===== src/rtl/menu_mode_controller.sv =====
// Mode sequencer for the clock UI: walks WAIT_LCD -> NORMAL -> SETUP -> editors,
// gates buttons toward the editors and turns editor commits into one-cycle load strobes.
module menu_mode_controller #(
  parameter int HOLD_CYCLES    = 2000,
  parameter int TIMEOUT_CYCLES = 30000
) (
  input  logic        i_clk,
  input  logic        i_reset,
  input  logic        i_lcdReady,
  input  logic [4:0]  i_buttons,
  input  logic        i_timeSetFlag,
  input  logic [17:0] i_timeSetData,
  input  logic        i_tzSetFlag,
  input  logic [4:0]  i_tzSetData,
  output logic [3:0]  o_state,
  output logic        o_menuSel,
  output logic [4:0]  o_buttonsOut,
  output logic        o_clockLoad,
  output logic [17:0] o_clockLoadData,
  output logic        o_tzLoad,
  output logic [4:0]  o_tzLoadData
);

  localparam int HW = (HOLD_CYCLES > 1) ? $clog2(HOLD_CYCLES) : 1;
  localparam int IW = (TIMEOUT_CYCLES > 1) ? $clog2(TIMEOUT_CYCLES) : 1;
  localparam logic [HW-1:0] HOLD_MAX = HW'(HOLD_CYCLES - 1);
  localparam logic [IW-1:0] IDLE_MAX = IW'(TIMEOUT_CYCLES - 1);

  localparam logic [4:0] BTN_DOWN   = 5'b10000;
  localparam logic [4:0] BTN_UP     = 5'b01000;
  localparam logic [4:0] BTN_CENTER = 5'b00100;
  localparam logic [4:0] BTN_LEFT   = 5'b00010;

  typedef enum logic [3:0] {
    WAIT_LCD = 4'b0000,
    SETUP    = 4'b0100,
    TIME_SET = 4'b0101,
    TZ_SET   = 4'b0110,
    NORMAL   = 4'b1000
  } StateT;

  StateT         r_state;
  logic          r_menuSel;
  logic [4:0]    r_buttonsOut;
  logic          r_clockLoad;
  logic [17:0]   r_clockLoadData;
  logic          r_tzLoad;
  logic [4:0]    r_tzLoadData;
  logic [4:0]    r_prevButtons;
  logic [HW-1:0] r_holdCount;
  logic [IW-1:0] r_idleCount;
  logic          r_armed;
  logic          r_prevTimeFlag;
  logic          r_prevTzFlag;

  logic [4:0]    w_rise;
  logic          w_timeCommit;
  logic          w_tzCommit;
  logic          w_editing;
  logic          w_idleExpire;
  logic [IW-1:0] w_idleNext;

  assign w_rise       = i_buttons & ~r_prevButtons;
  assign w_timeCommit = i_timeSetFlag & ~r_prevTimeFlag;
  assign w_tzCommit   = i_tzSetFlag & ~r_prevTzFlag;
  assign w_editing    = (r_state == TIME_SET) || (r_state == TZ_SET);
  // Any button rising edge counts as activity and holds off the timeout.
  assign w_idleExpire = (w_rise == 5'b0) && (r_idleCount == IDLE_MAX);
  assign w_idleNext   = (w_rise != 5'b0) ? '0 : r_idleCount + IW'(1);

  // Defaults clear the counters and strobes; every branch that changes state also disarms the button gate.
  always_ff @(posedge i_clk) begin
    if (i_reset) begin
      r_state         <= WAIT_LCD;
      r_menuSel       <= 1'b0;
      r_buttonsOut    <= '0;
      r_clockLoad     <= 1'b0;
      r_clockLoadData <= '0;
      r_tzLoad        <= 1'b0;
      r_tzLoadData    <= '0;
      r_prevButtons   <= '0;
      r_holdCount     <= '0;
      r_idleCount     <= '0;
      r_armed         <= 1'b0;
      r_prevTimeFlag  <= 1'b0;
      r_prevTzFlag    <= 1'b0;
    end else begin
      r_prevButtons  <= i_buttons;
      r_prevTimeFlag <= i_timeSetFlag;
      r_prevTzFlag   <= i_tzSetFlag;
      r_clockLoad    <= 1'b0;
      r_tzLoad       <= 1'b0;
      r_holdCount    <= '0;
      r_idleCount    <= '0;
      r_armed        <= r_armed | (i_buttons == 5'b0);
      r_buttonsOut   <= (r_armed && w_editing) ? i_buttons : 5'b0;

      case (r_state)
        WAIT_LCD: begin
          if (i_lcdReady) begin
            r_state <= NORMAL;
            r_armed <= 1'b0;
          end
        end
        NORMAL: begin
          if (i_buttons == BTN_CENTER) begin
            if (r_holdCount == HOLD_MAX) begin
              r_state   <= SETUP;
              r_menuSel <= 1'b0;
              r_armed   <= 1'b0;
            end else begin
              r_holdCount <= r_holdCount + HW'(1);
            end
          end
        end
        SETUP: begin
          case (w_rise)
            BTN_UP, BTN_DOWN: r_menuSel <= ~r_menuSel;
            BTN_CENTER: begin
              r_state <= r_menuSel ? TZ_SET : TIME_SET;
              r_armed <= 1'b0;
            end
            BTN_LEFT: begin
              r_state <= NORMAL;
              r_armed <= 1'b0;
            end
            default: begin
              if (w_idleExpire) begin
                r_state <= NORMAL;
                r_armed <= 1'b0;
              end else begin
                r_idleCount <= w_idleNext;
              end
            end
          endcase
        end
        TIME_SET: begin
          if (w_timeCommit) begin
            r_clockLoadData <= i_timeSetData;
            r_clockLoad     <= 1'b1;
            r_state         <= NORMAL;
            r_armed         <= 1'b0;
            r_buttonsOut    <= '0;
          end else if (w_idleExpire) begin
            r_state      <= NORMAL;
            r_armed      <= 1'b0;
            r_buttonsOut <= '0;
          end else begin
            r_idleCount <= w_idleNext;
          end
        end
        TZ_SET: begin
          if (w_tzCommit) begin
            r_tzLoadData <= i_tzSetData;
            r_tzLoad     <= 1'b1;
            r_state      <= NORMAL;
            r_armed      <= 1'b0;
            r_buttonsOut <= '0;
          end else if (w_idleExpire) begin
            r_state      <= NORMAL;
            r_armed      <= 1'b0;
            r_buttonsOut <= '0;
          end else begin
            r_idleCount <= w_idleNext;
          end
        end
        default: begin
          r_state <= WAIT_LCD;
          r_armed <= 1'b0;
        end
      endcase
    end
  end

  assign o_state         = r_state;
  assign o_menuSel       = r_menuSel;
  assign o_buttonsOut    = r_buttonsOut;
  assign o_clockLoad     = r_clockLoad;
  assign o_clockLoadData = r_clockLoadData;
  assign o_tzLoad        = r_tzLoad;
  assign o_tzLoadData    = r_tzLoadData;

endmodule


===== config.mk =====
export PLATFORM = sky130hd
export DESIGN_NAME = menu_mode_controller
export DESIGN_NICKNAME = d
export VERILOG_FILES = /design/src/rtl/menu_mode_controller.sv
export SDC_FILE = /design/constraint.sdc
export NUM_CORES = 1
export LEC_CHECK = 0
export BUFFER_PORTS_ARGS = -buffer_cell sky130_fd_sc_hd__buf_2
export CAP_MARGIN = 20
export CORE_ASPECT_RATIO = 0.7
export CORE_UTILIZATION = 53
export DETAILED_ROUTE_END_ITERATION = 6
export GPL_TIMING_DRIVEN = 0
export PLACE_DENSITY = 0.8
export SYNTH_ARGS = -nofsm -noshare
export SYNTH_HDL_FRONTEND = slang
export SYNTH_SLANG_ARGS = --single-unit

===== constraint.sdc =====
create_clock -name i_clk -period 2.4 [get_ports i_clk]
set_input_delay 0.48 -clock i_clk [delete_from_list [all_inputs] [get_ports i_clk]]
set_output_delay 0.48 -clock i_clk [all_outputs]
set_load 0.05 [all_outputs]

==> impl_metrics.json, run 1 <==
{
  "status": "finished, final reports clean",
  "grt_overflow_total": 0,
  "arrival_ns": 2.15,
  "p_total_w": 0.00263,
  "crit_chain": "ha_1 > nand3_2 > nor4_4 > a31oi_2 > a21oi_1 > mux2_1",
  "drc_errors": 0,
  "core_mm2": 0.00534,
  "min_period_over_period": 0.796,
  "via_per_inst": 5.05,
  "synth_edf_count": 0,
  "port_buffers": 67,
  "required_ns": 2.63,
  "start_kind": "flop",
  "dr.first_iter.drc_count": 147,
  "setup_violations": 0,
  "rows": 22,
  "drive_gt1_frac": 0.279,
  "cts_tree": "done",
  "start_util": 0.561,
  "wl_per_cell_um": 12.7,
  "ir_worst_vdd_mv": 0.431,
  "antenna_found_initial": 0,
  "fmax_mhz": 523,
  "synth_area_mm2": 0.00300,
  "die_area_mm2": 0.00596,
  "syn_area_per_cell_um2": 9.10,
  "syn-num-nets": 364,
  "hold_path_class": "in -> reg",
  "clkSinkCount": 69,
  "slowest_stage": "dfxtp_1",
  "synth-main-ff-cell": "dfxtp_1",
  "vias": 2442,
  "crit_type": "reg -> reg",
  "cts_root_buf": "clkbuf_8",
  "async_flop_share": 0,
  "postCtsResizedCells": 0,
  "multi_input_area_mm2": 0.00151,
  "seq_area_frac_synth": 0.461,
  "syn_to_final_growth_pct": 22.4,
  "grt_pass1_wl_um": 9950,
  "synth-seq-cells": 69,
  "gp_congestion": 0.861,
  "regArea_mm2": 0.00138,
  "nNetsFinal": 442,
  "grt_pass1_vias": 2122,
  "synthCells": 329,
  "crit_family": "simple AND/OR/NAND/NOR gates",
  "pin_count": 68,
  "hold_buffers": 0,
  "drt_wl_total_um": 6150,
  "cts_made_buffers": 9,
  "antenna_cells": 0,
  "die_w_um": 91.9,
  "grt_max_degree": 14,
  "grtUsageTotal": 0.216,
  "num-fill-cells": 441,
  "yosysWarningCount": 0,
  "worstSkewPairLatency_ns": 0.34,
  "layout_commonest_cell": "buf_2",
  "placed_cells": 468,
  "clk_pin_slew_worst_paths_ns": 0.08,
  "rsz0062_at_grt": "false",
  "maxSlewViolCount": 0,
  "cts_setup_buffers": 0,
  "leakage_nw": 1.44,
  "path_buf_inv": 0,
  "most-common-layout-cells": "buf_2 (71), dfxtp_1 (69), nand2_1 (49)",
  "skew_ns": 0.00638,
  "tns_ns": 0,
  "worst_pin_slew_ns": 0.656,
  "hpwlAfterDp_um": 4580,
  "layoutNonFillerInstCount": 484,
  "critical_path.endpoint_type": "flop",
  "ant_nets": 0,
  "first_pass_iters": 4,
  "synthDistinctLibCells": 49,
  "fin_crit_ns": 1.91,
  "power_density_mw_per_mm2": 718,
  "final_hold_viol_count": 0,
  "slowest_delay_ns": 0.35,
  "die_y_um": 64.9,
  "clk_path_buf_depth": 2,
  "maxCapViolations": 0,
  "crit_fanout": 3,
  "htree_levels": 3,
  "relSlewSlack": 0.559
}
-- cells in the mapped netlist (8+ instances only) --
library cell | n | area (µm²)
nand3_1 | 9 | 45.0
xor2_1 | 11 | 96.3
nor2_4 | 8 | 90.1
nor2b_1 | 8 | 50.1
dfxtp_1 | 69 | 1380
nor2_1 | 34 | 128
xnor2_1 | 13 | 114
a21oi_1 | 23 | 115
nand2_1 | 49 | 184
inv_1 | 12 | 45.0
nand2b_1 | 8 | 50.1
-- cell families after synthesis --
| family | synth area share |
|---|---|
| multiplexers | 0.0205 |
| AND/OR/NAND/NOR | 0.316 |
| XOR/XNOR | 0.0702 |
| flip-flops | 0.461 |
| AO/OA/AOI/OAI | 0.0881 |
| buffers and inverters | 0.0355 |
| adder cells (fa/ha/maj) | 0.00835 |
-- metrics by stage --
step	hold WS (ns)	area, µm²	worst slack (ns)	utilization
floorplan	0.413	3000	0.541	-
global placement	0.425	3420	0.383	0.641
detailed placement	0.434	3420	0.365	0.641
CTS	0.354	3670	0.486	0.687
global route	0.358	3670	0.375	0.687
finish	0.367	3670	0.488	0.687
-- where the power goes --
| part | switching [W] | total [W] | internal (W) |
|---|---|---|---|
| sequential | 0.0000195 | 0.00118 | 0.00116 |
| clock | 0.000446 | 0.00114 | 0.000695 |
| combinational | 0.000195 | 0.000310 | 0.000115 |
-- area by class of cell --
type	instances	share of cell area
clock buffer	9	0.0338
sequential	69	0.377
timing repair buffer	67	0.0914
tap	72	0.0246
clock inverter	7	0.0334
buffer	11	0.0167
multi-input combinational	237	0.411
inverter	12	0.0123
-- layer usage --
metal  wire length, µm  vias to the layer above  part of all wire  GRT usage
li1                  -                     1254                 -          -
met1              2960                     1107              0.48      0.288
met2              2710                       77              0.44      0.319
met3               438                        4             0.071     0.0763
met4                40                        0            0.0065     0.0859
met5                 0                        -                 0          0
-- worst paths after layout --
| check | start | endpoint | slack, ns | depth (start not counted) |
|---|---|---|---|---|
| setup / recovery | r_holdCount[0]$_SDFF_PP0_ | o_menuSel$_SDFFE_PP0P_ | 0.49 | 6 |
| hold / removal | i_tzSetFlag | r_prevTzFlag$_SDFF_PP0_ | 0.37 | 2 |
| setup reg to reg | r_holdCount[0]$_SDFF_PP0_ | o_menuSel$_SDFFE_PP0P_ | 0.49 | 6 |
| hold reg to reg | r_holdCount[0]$_SDFF_PP0_ | r_holdCount[0]$_SDFF_PP0_ | 0.44 | 1 |
-- flip-flops by register name, indices dropped and copies added (netlist names) --
register and cells:
r_prevTzFlag 1, o_clockLoadData 18, r_idleCount 15, o_menuSel 1
r_prevTimeFlag 1, o_tzLoadData 5, r_armed 1, o_clockLoad 1
o_tzLoad 1, r_holdCount 11, o_buttonsOut 5, o_state 4
r_prevButtons 5
Power figures use the tool's default switching activity.
==> run 2: changes to the inputs <==
--- a/config.mk
+++ b/config.mk
@@ -8,10 +8,10 @@
 export BUFFER_PORTS_ARGS = -buffer_cell sky130_fd_sc_hd__buf_2
 export CAP_MARGIN = 20
 export CORE_ASPECT_RATIO = 0.7
-export CORE_UTILIZATION = 53
+export CORE_UTILIZATION = 48
 export DETAILED_ROUTE_END_ITERATION = 6
 export GPL_TIMING_DRIVEN = 0
-export PLACE_DENSITY = 0.8
+export PLACE_DENSITY = 0.76
 export SYNTH_ARGS = -nofsm -noshare
 export SYNTH_HDL_FRONTEND = slang
 export SYNTH_SLANG_ARGS = --single-unit
==> constraint.sdc (replaced) <==
create_clock -name i_clk -period 1.63 [get_ports i_clk]
set_input_delay 0.326 -clock i_clk [delete_from_list [all_inputs] [get_ports i_clk]]
set_output_delay 0.326 -clock i_clk [all_outputs]
set_load 0.05 [all_outputs]
==> impl_metrics.json, run 2 (synthesis gave the netlist of run 1 again) <==
{
  "ir_worst_vdd_mv": 0.494,
  "worst_pin_slew_ns": 0.492,
  "start_util": 0.510,
  "grtUsageTotal": 0.211,
  "status": "finished, violations left",
  "grt_pass1_wl_um": 10400,
  "grt_overflow_total": 0,
  "leakage_nw": 1.50,
  "switching_power_w": 0.00104,
  "port_buffers": 67,
  "clk_path_buf_depth": 2,
  "drive_gt1_frac": 0.371,
  "crit_chain": "nand2b_2 > nor3_2 > nand4_1 > a21oi_4 > mux2_4",
  "postLayoutCoreUtil": 0.662,
  "min_period_over_period": 1.06,
  "power.internal_w": 0.00264,
  "htree_levels": 3,
  "clkPwrFrac": 0.361,
  "tns_ns": -0.146,
  "cts_made_buffers": 9,
  "cts_tree": "done",
  "via_per_inst": 5.08,
  "ant_nets": 0,
  "final_hold_viol_count": 0,
  "rsz0062_at_grt": "true",
  "crit_fanout": 6,
  "gp_congestion": 0.906,
  "drt_wl_total_um": 6860,
  "clkSinkCount": 69,
  "clk_pin_slew_worst_paths_ns": 0.08,
  "fin_crit_ns": 1.73,
  "fmax_mhz": 580,
  "pin_count": 68,
  "vias": 2515,
  "layout_setup_ws_ns": -0.0954,
  "layout_commonest_cell": "buf_2",
  "maxSlewViolCount": 0,
  "core_mm2": 0.00587,
  "power_density_mw_per_mm2": 948,
  "first_pass_iters": 4,
  "die_w_um": 96.4,
  "cts_root_buf": "clkbuf_8",
  "critical_path.endpoint_type": "flop",
  "die_area_mm2": 0.00657,
  "hold_path_class": "in -> reg",
  "grt_pass1_vias": 2226,
  "most-common-layout-cells": "buf_2 (68), dfxtp_1 (58), nand2_1 (48)",
  "nNetsFinal": 450,
  "finalHoldWorstSlack_ns": 0.209,
  "required_ns": 1.86,
  "relSlewSlack": 0.669,
  "hold_buffers": 0,
  "dr.first_iter.drc_count": 97,
  "p_sw_frac": 0.282,
  "drc_errors": 0,
  "maxCapViolations": 0,
  "hpwlAfterDp_um": 4820,
  "rows": 23,
  "antenna_cells": 0,
  "syn_to_final_growth_pct": 29.7,
  "slowest_stage": "dfxtp_2",
  "skew_ns": 0.00607,
  "antenna_found_initial": 0,
  "grt_max_degree": 13,
  "crit_type": "reg -> reg",
  "wl_per_cell_um": 13.9,
  "hold_path_depth": 3,
  "comb_power_share": 0.163,
  "slowest_delay_ns": 0.37,
  "violations": "setup timing",
  "reg2reg_depth": 5,
  "worstSkewPairLatency_ns": 0.35,
  "largest_register_ffs": 18,
  "start_kind": "flop",
  "setup_violations": 2,
  "die_y_um": 68.1,
  "pwr-share-seq": 0.477,
  "arrival_ns": 1.96
}
run 2: cell count changes in the layout (fill, tap and decap cells not counted), sizes merged:
cell,change
clkbuf,+3
inv,-1
bufinv,-3
clkinvlp,+1
buf,+7
clkinv,+1
run 2: path summary, 6_finish.rpt:
kind,start,endpoint,slack (ns)
min,i_tzSetData[0],o_tzLoadData[0]$_SDFFE_PP0P_,0.21
min reg2reg,o_clockLoadData[10]$_SDFFE_PP0P_,o_clockLoadData[10]$_SDFFE_PP0P_,0.45
max,o_state[3]$_SDFFE_PP0P_,o_menuSel$_SDFFE_PP0P_,-0.1
max reg2reg,o_state[3]$_SDFFE_PP0P_,o_menuSel$_SDFFE_PP0P_,-0.1
run 2: per-stage QoR:
step / std cells / worst slack [ns] / total power (W) / area, µm²
5_1_grt: 495 / -0.135 / 0.00383 / 3890
2_1_floorplan: 329 / 0.00186 / 0.00210 / 3010
3_5_place_dp: 471 / -0.256 / 0.00224 / 3440
6_report: 495 / -0.0954 / 0.00368 / 3890
3_3_place_gp: 471 / -0.239 / 0.00224 / 3440
4_1_cts: 492 / -0.129 / 0.00360 / 3780
run 2: cell type report:
cell class / count / area [µm²]
Multi-Input combinational cell: 237 / 1670
Sequential cell: 69 / 1400
Fill cell: 499 / 1980
Inverter: 12 / 45.0
Clock buffer: 11 / 163
Buffer: 9 / 62.6
Clock inverter: 5 / 32.5
Timing Repair Buffer: 77 / 423
Tap cell: 75 / 93.8
run 2: repair_timing:
action                     4_1_cts  5_1_grt
gates resized for setup         19       19
pin swaps                        8        9
setup endpoints to repair       21       44
buffers inserted                 5        5
run 2: power groups by stage:
stage | logic [W] | clock network [W] | registers [W]
floorplan | 0.000265 | 0 | 0.00184
global placement | 0.000451 | 0 | 0.00179
detailed placement | 0.000455 | 0 | 0.00179
CTS | 0.000502 | 0.00135 | 0.00175
global route | 0.000627 | 0.00144 | 0.00176
finish | 0.000599 | 0.00133 | 0.00176
run 2: per-layer routing:
layer  GRT usage  vias to the layer above  part of all wire
li1            -                     1276                 -
met1       0.287                     1159              0.48
met2       0.317                       73              0.45
met3      0.0756                        7             0.064
met4      0.0496                        0            0.0070
met5           0                        -                 0
run 2: worst max-delay path, delay by kind of cell (launching register included):
| family | cells | cell delay, ns |
|---|---|---|
| simple gates | 3 | 0.67 |
| mux | 1 | 0.32 |
| flops | 1 | 0.37 |
| compound gates | 1 | 0.26 |
==> run 3: changes to the inputs <==
--- a/config.mk
+++ b/config.mk
@@ -7,7 +7,7 @@
 export LEC_CHECK = 0
 export BUFFER_PORTS_ARGS = -buffer_cell sky130_fd_sc_hd__buf_2
 export CAP_MARGIN = 20
-export CORE_ASPECT_RATIO = 0.7
+export CORE_ASPECT_RATIO = 0.75
 export CORE_UTILIZATION = 48
 export DETAILED_ROUTE_END_ITERATION = 6
 export GPL_TIMING_DRIVEN = 0
==> impl_metrics.json, run 3 (synthesis gave the netlist of run 1 again) <==
{
  "via_per_inst": 5.08,
  "wl_per_cell_um": 13.1,
  "start_kind": "flop",
  "clkSinkCount": 69,
  "crit_fanout": 3,
  "cts_root_buf": "clkbuf_8",
  "clkPwrFrac": 0.383,
  "crit_type": "reg -> reg",
  "grtUsageTotal": 0.214,
  "crit_path_end": "o_menuSel$_SDFFE_PP0P_",
  "power_density_mw_per_mm2": 944,
  "drt_wl_total_um": 6600,
  "syn_to_final_growth_pct": 30.5,
  "gp_congestion": 0.897,
  "required_ns": 1.86,
  "cts_tree": "done",
  "worstSkewPairLatency_ns": 0.35,
  "start_util": 0.506,
  "multi_input_area_mm2": 0.00164,
  "most-common-layout-cells": "buf_2 (69), dfxtp_1 (58), nand2_1 (49)",
  "skew_ns": 0.00703,
  "drive_gt1_frac": 0.363,
  "r2r_setup_slack_ns": -0.08,
  "crit_chain": "nand4b_1 > nor4_4 > a31oi_4 > a21oi_2 > mux2_4",
  "critPathLaunch": "r_holdCount[4]$_SDFF_PP0_",
  "rows": 24,
  "regArea_mm2": 0.00140,
  "maxSlewViolCount": 0,
  "largest_register_ffs": 18,
  "leakage_nw": 1.53,
  "layout_commonest_cell": "buf_2",
  "hpwlAfterDp_um": 4580,
  "ir_worst_vdd_mv": 0.579,
  "hold_buffers": 0,
  "layoutNonFillerInstCount": 502,
  "pwr-share-seq": 0.474,
  "maxCapViolations": 0,
  "die_area_mm2": 0.00656,
  "antenna_cells": 0,
  "placed_cells": 474,
  "r2r-end": "o_menuSel$_SDFFE_PP0P_",
  "grt_pass1_wl_um": 10900,
  "hold_path_class": "in -> reg",
  "fmax_mhz": 586,
  "worst_pin_slew_ns": 0.512,
  "ant_nets": 0,
  "clk_path_buf_depth": 2,
  "setup_violations": 2,
  "p_total_w": 0.00369,
  "tns_ns": -0.0887,
  "post-place-ws_ns": -0.252,
  "pin_count": 68,
  "num-fill-cells": 477,
  "violations": "setup timing",
  "slowest_delay_ns": 0.34,
  "drc_errors": 0,
  "grt_overflow_total": 0,
  "rsz0062_at_grt": "true",
  "vias": 2550,
  "arrival_ns": 1.94,
  "port_buffers": 67,
  "relSlewSlack": 0.659,
  "status": "finished, violations left",
  "grt_pass1_vias": 2390,
  "grt_max_degree": 12,
  "die_y_um": 70.4,
  "nNetsFinal": 454,
  "reg2reg_from": "r_holdCount[4]$_SDFF_PP0_",
  "reg2reg_depth": 5,
  "die_w_um": 93.2,
  "critical_path.endpoint_type": "flop",
  "power.internal_w": 0.00272,
  "antenna_found_initial": 0,
  "fin_crit_ns": 1.71,
  "dr.first_iter.drc_count": 134,
  "min_period_over_period": 1.05,
  "p_sw_frac": 0.263,
  "slowest_stage": "nor4_4",
  "htree_levels": 3,
  "final_hold_viol_count": 0,
  "switching_power_w": 0.000971,
  "layout_setup_ws_ns": -0.0765,
  "core_mm2": 0.00592,
  "cts_made_buffers": 9,
  "clk_pin_slew_worst_paths_ns": 0.07,
  "first_pass_iters": 4,
  "comb_power_share": 0.143
}
-- run 3: changes by cell type in the layout (fill, tap and decap cells not counted), sizes merged --
cell / previous run / this run
bufinv: 0 / 1
clkbuf: 17 / 18
buf: 80 / 85
clkinvlp: 3 / 0
-- run 3: worst min-delay path by stage --
stage,depth (start not counted),slack [ns],from,to
after floorplan,1,0.41,r_holdCount[0]$_SDFF_PP0_,r_holdCount[0]$_SDFF_PP0_
after global placement,1,0.43,r_holdCount[0]$_SDFF_PP0_,r_holdCount[0]$_SDFF_PP0_
after detailed placement,1,0.43,r_holdCount[0]$_SDFF_PP0_,r_holdCount[0]$_SDFF_PP0_
after CTS,3,0.20,i_timeSetData[10],o_clockLoadData[10]$_SDFFE_PP0P_
after global routing,3,0.19,i_timeSetData[10],o_clockLoadData[10]$_SDFFE_PP0P_
final,3,0.21,i_timeSetData[10],o_clockLoadData[10]$_SDFFE_PP0P_
-- run 3: power groups by stage --
stage / Combinational [W] / Sequential (W) / Clock (W)
3_3_place_gp: 0.000447 / 0.00178 / 0
3_5_place_dp: 0.000457 / 0.00179 / 0
6_report: 0.000528 / 0.00175 / 0.00141
2_1_floorplan: 0.000265 / 0.00184 / 0
5_1_grt: 0.000566 / 0.00176 / 0.00154
4_1_cts: 0.000505 / 0.00175 / 0.00144
-- run 3: metrics by stage --
stage	hold slack (ns)	util	cell area, µm²
final	0.209	0.661	3910
after global routing	0.189	0.661	3910
after CTS	0.200	0.647	3820
after detailed placement	0.431	0.582	3450
after global placement	0.430	0.582	3450
after floorplan	0.413	-	3010
-- run 3: critical path, delay by kind of cell (launching register included) --
family / cells / cell delay [ns]
muxes: 1 / 0.32
DFF: 1 / 0.33
and+or+nand+nor: 2 / 0.54
AOI/OAI and AO/OA: 2 / 0.40
-- run 3: layout make-up --
cell class	instances	area share
timing repair buffer	81	0.120
tap	78	0.0250
sequential	69	0.357
clock buffer	13	0.0406
multi-input combinational	237	0.419
inverter	12	0.0115
clock inverter	3	0.0112
buffer	9	0.0154
-- run 3: routing by layer --
layer / up-vias / share of wire / global-route usage
li1: 1286 / - / -
met1: 1176 / 0.47 / 0.280
met2: 74 / 0.45 / 0.328
met3: 14 / 0.064 / 0.0697
met4: 0 / 0.019 / 0.0803
met5: - / 0 / 0
-- run 3: repair_timing --
item	in CTS	in global routing
cloned	1	0
pin swaps	5	10
buffers inserted	9	5
resized for setup	19	17
endpoints found under the setup margin	21	45
